File: src/rtl/divisor_punto_flotante.sv
// 9-bit floating-point divider: {sign, exp[3:0] bias 7, mant[3:0]} with hidden 1.
// Restoring division of the 5-bit significands, one quotient bit per cycle,
// then normalisation and saturation on exponent over/underflow.
module divisor_punto_flotante (
  input  logic       i_clk,
  input  logic       i_rst_n,
  input  logic [8:0] i_dividendo,
  input  logic [8:0] i_divisor,
  input  logic       i_valid,
  output logic       o_ready,
  output logic [8:0] o_cociente,
  output logic       o_valid,
  input  logic       i_ready,
  output logic       o_overflow,
  output logic       o_underflow
);

  typedef enum logic [1:0] {IDLE, DIVIDE, DONE} state_t;

  state_t      state_q, state_d;
  logic [3:0]  cnt_q, cnt_d;
  logic [5:0]  rem_q, rem_d;
  logic [4:0]  div_q, div_d;
  logic [5:0]  quo_q, quo_d;
  logic [3:0]  e1_q, e1_d, e2_q, e2_d;
  logic        sign_q, sign_d;
  logic [8:0]  coc_q, coc_d;
  logic        ovf_q, ovf_d, unf_q, unf_d;
  logic        ready_q, ready_d, valid_q, valid_d;

  // datapath helpers for the current DIVIDE step
  logic        q_bit;
  logic [5:0]  rem_sub, rem_kept;
  logic [5:0]  quo_nxt;
  logic signed [5:0] exp_s;
  logic [3:0]  mant_n;

  // Restoring step, exponent arithmetic and next-state logic
  always_comb begin
    q_bit    = (rem_q >= {1'b0, div_q});
    rem_sub  = rem_q - {1'b0, div_q};
    rem_kept = q_bit ? rem_sub : rem_q;
    quo_nxt  = {quo_q[4:0], q_bit};
    // Range is -9..22, so 6-bit signed holds every case.
    exp_s    = $signed({2'b00, e1_q}) - $signed({2'b00, e2_q}) + 6'sd7
               - (quo_nxt[5] ? 6'sd0 : 6'sd1);
    mant_n   = quo_nxt[5] ? quo_nxt[4:1] : quo_nxt[3:0];

    state_d = state_q;
    cnt_d   = cnt_q;
    rem_d   = rem_q;
    div_d   = div_q;
    quo_d   = quo_q;
    e1_d    = e1_q;
    e2_d    = e2_q;
    sign_d  = sign_q;
    coc_d   = coc_q;
    ovf_d   = ovf_q;
    unf_d   = unf_q;
    ready_d = ready_q;
    valid_d = valid_q;

    case (state_q)
      IDLE: begin
        if (i_valid) begin
          state_d = DIVIDE;
          cnt_d   = 4'd5;
          rem_d   = {2'b01, i_dividendo[3:0]};
          div_d   = {1'b1, i_divisor[3:0]};
          quo_d   = '0;
          e1_d    = i_dividendo[7:4];
          e2_d    = i_divisor[7:4];
          sign_d  = i_dividendo[8] ^ i_divisor[8];
          ready_d = 1'b0;
        end
      end
      DIVIDE: begin
        quo_d = quo_nxt;
        // remainder after a step is below D (<=31), so the shift never loses a bit
        rem_d = {rem_kept[4:0], 1'b0};
        cnt_d = cnt_q - 4'd1;
        if (cnt_q == 4'd0) begin
          state_d = DONE;
          valid_d = 1'b1;
          if (exp_s > 6'sd15) begin
            coc_d = {sign_q, 8'hFF};
            ovf_d = 1'b1;
            unf_d = 1'b0;
          end else if (exp_s < 6'sd0) begin
            coc_d = {sign_q, 8'h00};
            ovf_d = 1'b0;
            unf_d = 1'b1;
          end else begin
            coc_d = {sign_q, exp_s[3:0], mant_n};
            ovf_d = 1'b0;
            unf_d = 1'b0;
          end
        end
      end
      DONE: begin
        if (i_ready) begin
          state_d = IDLE;
          valid_d = 1'b0;
          ready_d = 1'b1;
        end
      end
      default: begin
        state_d = IDLE;
        valid_d = 1'b0;
        ready_d = 1'b1;
      end
    endcase
  end

  // State, datapath and registered outputs; reset aborts any operation
  always_ff @(posedge i_clk or negedge i_rst_n) begin
    if (!i_rst_n) begin
      state_q <= IDLE;
      cnt_q   <= '0;
      rem_q   <= '0;
      div_q   <= '0;
      quo_q   <= '0;
      e1_q    <= '0;
      e2_q    <= '0;
      sign_q  <= 1'b0;
      coc_q   <= '0;
      ovf_q   <= 1'b0;
      unf_q   <= 1'b0;
      ready_q <= 1'b1;
      valid_q <= 1'b0;
    end else begin
      state_q <= state_d;
      cnt_q   <= cnt_d;
      rem_q   <= rem_d;
      div_q   <= div_d;
      quo_q   <= quo_d;
      e1_q    <= e1_d;
      e2_q    <= e2_d;
      sign_q  <= sign_d;
      coc_q   <= coc_d;
      ovf_q   <= ovf_d;
      unf_q   <= unf_d;
      ready_q <= ready_d;
      valid_q <= valid_d;
    end
  end

  assign o_ready     = ready_q;
  assign o_valid     = valid_q;
  assign o_cociente  = coc_q;
  assign o_overflow  = ovf_q;
  assign o_underflow = unf_q;

endmodule

File: config.mk
export PLATFORM = sky130hd
export DESIGN_NAME = divisor_punto_flotante
export DESIGN_NICKNAME = d
export VERILOG_FILES = /design/src/rtl/divisor_punto_flotante.sv
export SDC_FILE = /design/constraint.sdc
export NUM_CORES = 1
export LEC_CHECK = 0
export CORE_ASPECT_RATIO = 0.8
export CORE_MARGIN = 4
export CORE_UTILIZATION = 45
export CTS_BUF_LIST = sky130_fd_sc_hd__clkbuf_4 sky130_fd_sc_hd__clkbuf_8
export DETAILED_ROUTE_END_ITERATION = 8
export GPL_ROUTABILITY_DRIVEN = 1
export PLACE_DENSITY = 0.76
export SYNTH_ARGS = -nofsm -noshare
export SYNTH_HDL_FRONTEND = slang
export SYNTH_SLANG_ARGS = --single-unit
File: constraint.sdc
create_clock -name i_clk -period 3.4 [get_ports i_clk]
set_input_delay 0.51 -clock i_clk [delete_from_list [all_inputs] [get_ports i_clk]]
set_output_delay 0.51 -clock i_clk [all_outputs]
set_load 0.03 [all_outputs]
==> metrics.csv <==
metric,value,unit
outcome,finished clean,
chipHeight,72.4,um
grt_max_degree,45,
via_per_inst,5.12,
start_util,0.466,
seq_area_frac_synth,0.473,
ant_nets,0,
maxSlewViolCount,0,
antenna_found_initial,0,
timing.rr.start,e2_q[0],
numCtsBuffers,5,
drive_gt1_frac,0.0603,
grt_overflow_total,0,
syn-num-nets,288,
synth_edf_count,0,
async_flop_share,1.00,
globalplace.congestion,0.758,
hold_path_class,input port to asynchronous set/reset pin,
syn-instance-count,249,
grt_pass1_wl,7630,um
maxCapViolCount,0,
wire_per_inst,12.9,um
yosysTopAreaCell,dfrtp_1,
nets,320,
r2r_slack,0.60,ns
cts.sinks,44,
cts_setup_buffers,0,
critPathLaunchType,flip-flop,
slew_headroom,0.353,
synth_top_area_share,0.461,
rsz0062_at_grt,false,
worst_pin_slew,0.971,ns
ys_types,37,
tns,0,ns
ys_warn_count,0,
area_growth,20.2,%
n_antenna_cell,0,
clockBufferDepth,2,
fillCellCount,468,
die_area,6410,um2
path_class,flip-flop to flip-flop,
wl,4450,um
max-vdd-ir-drop,0.656,mV
finClkSkew,0.00647,ns
core,5010,um2
post_cts_resized,0,
min_period_over_period,0.823,
ys_ff_latch,44,
dr.pass1.iters,4,
powerDensity,1190,nW/um2
die_w,88.5,um
portBuffers,34,
syn-mean-instance-area,9.37,um2
synth_area_leaders,"dfrtp_1 (46%), nand2_1 (7.6%), ha_1 (7.5%)",
hold_viol_final,0,
placed_area,2720,um2
rows,23,
tritoncts,built,
fin_area,2800,um2
crit_required,3.59,ns
rr_worst_depth,8,
ys.flop_type,dfrtp_1,
reg2reg_to,o_cociente[0],
htree_levels,2,
p_leak,0.00128,uW
setup_viol,0,
worstSkewPairLatency,0.30,ns
track_usage,0.153,
synth_area,2330,um2
num_io_pins,35,
critPathCaptureType,flip-flop,
crit_arrival,2.99,ns
clkTransAtPathRegs,0.08,ns
root_buffer,clkbuf_8,
grt_pass1_vias,1706,
drtIter0Drc,74,
postCtsHoldBufs,0,
period_needed,2.80,ns
drc,0,
hpwl,3200,um
crit_path_max_fanout,6,
vias,1762,
max_freq,357,MHz
-- cells in the final DEF (no fill, tap or decap), drive strengths merged, types with 3 or more instances in the layout --
cell type	netlist	final
a31oi	3	3
fa	3	3
a21o	4	4
nand2	47	47
nor2	18	18
a21oi	16	16
nand3	3	3
xor2	3	3
clkbuf	7	7
nor3b	4	4
dfrtp	43	43
o31ai	3	3
buf	4	3
inv	21	21
ha	14	14
o22a	4	4
mux2i	6	6
clkdlybuf4s50	0	33
o21ai	21	21
xnor2	4	4
-- cell type report --
class / count / area (um2) / area share
multi-input cells: 173 / 1110 / 0.394
flip-flops and latches: 44 / 1100 / 0.393
repair buffers: 36 / 350 / 0.125
clock buffers: 7 / 83.8 / 0.0299
inverters: 21 / 78.8 / 0.0281
well taps: 62 / 77.6 / 0.0277
clock inverters: 1 / 5.00 / 0.00178
-- metrics by stage --
stage	util	total power, uW	hold slack [ns]	setup slack, ns	std cells
final	0.560	3340	0.348	0.603	344
after global routing	0.560	3700	0.446	0.371	344
after CTS	0.560	3370	0.391	0.586	344
after detailed placement	0.542	3020	0.438	0.638	336
after global placement	0.542	2970	0.435	0.740	336
after floorplan	-	2500	0.214	0.767	249
-- Yosys cell counts, types with 4 or more instances --
library cell,number
o22a_1,4
dfrtp_1,43
xnor2_1,4
a21o_1,4
nor2_1,18
inv_1,21
ha_1,14
mux2i_1,6
a21oi_1,16
nand2_1,47
clkbuf_1,7
o21ai_0,21
-- metal layers --
metal,track usage,part of all wire
met1,0.213,0.52
met2,0.230,0.41
met3,0.0409,0.055
met4,0.0537,0.014
met5,0,0
-- cells by family (layout without fill, tap and decap cells) --
group	Yosys count	after routing	share of synthesized area
xor gates and xnor gates	7	7	0.0263
buffers and inverters	32	65	0.0531
adders and majority gates	17	17	0.101
and+or+nand+nor	86	86	0.165
DFF	44	44	0.473
muxes	6	6	0.0258
AOI/OAI and AO/OA	57	57	0.156
-- registers in the layout, indices dropped and copies added, names as in the netlist, 2 cells and up --
name        flops
cnt_q           4
o_cociente      9
e2_q            4
e1_q            4
state_q         2
quo_q           5
div_q           5
rem_q           6
-- critical path: stages (launching register included) --
cell and delay, ns:
dfrtp_1 0.39, ha_1 0.21, fa_1 0.40, xor2_1 0.33
ha_1 0.29, a21o_1 0.16, or4_1 0.49, and3_1 0.27
o32ai_1 0.14
-- how the worst max path moves through the flow --
stage,from,cells past startpoint,to
final,e2_q[0],8,o_cociente[0]
after global routing,e1_q[0],9,o_cociente[0]
after CTS,e2_q[0],8,o_cociente[0]
after detailed placement,e2_q[0],8,o_cociente[4]
after global placement,e2_q[0],8,o_cociente[0]
after floorplan,e2_q[0],9,o_cociente[0]
-- where the power goes --
group / switching (uW) / total, uW / internal, uW / leakage, uW
sequential: 174 / 948 / 774 / 0.000525
clock: 172 / 332 / 160 / 0.0000491
combinational: 1150 / 2060 / 909 / 0.000710
total: 1500 / 3340 / 1840 / 0.00128
Note: power is estimated with default switching activity, not from simulation.
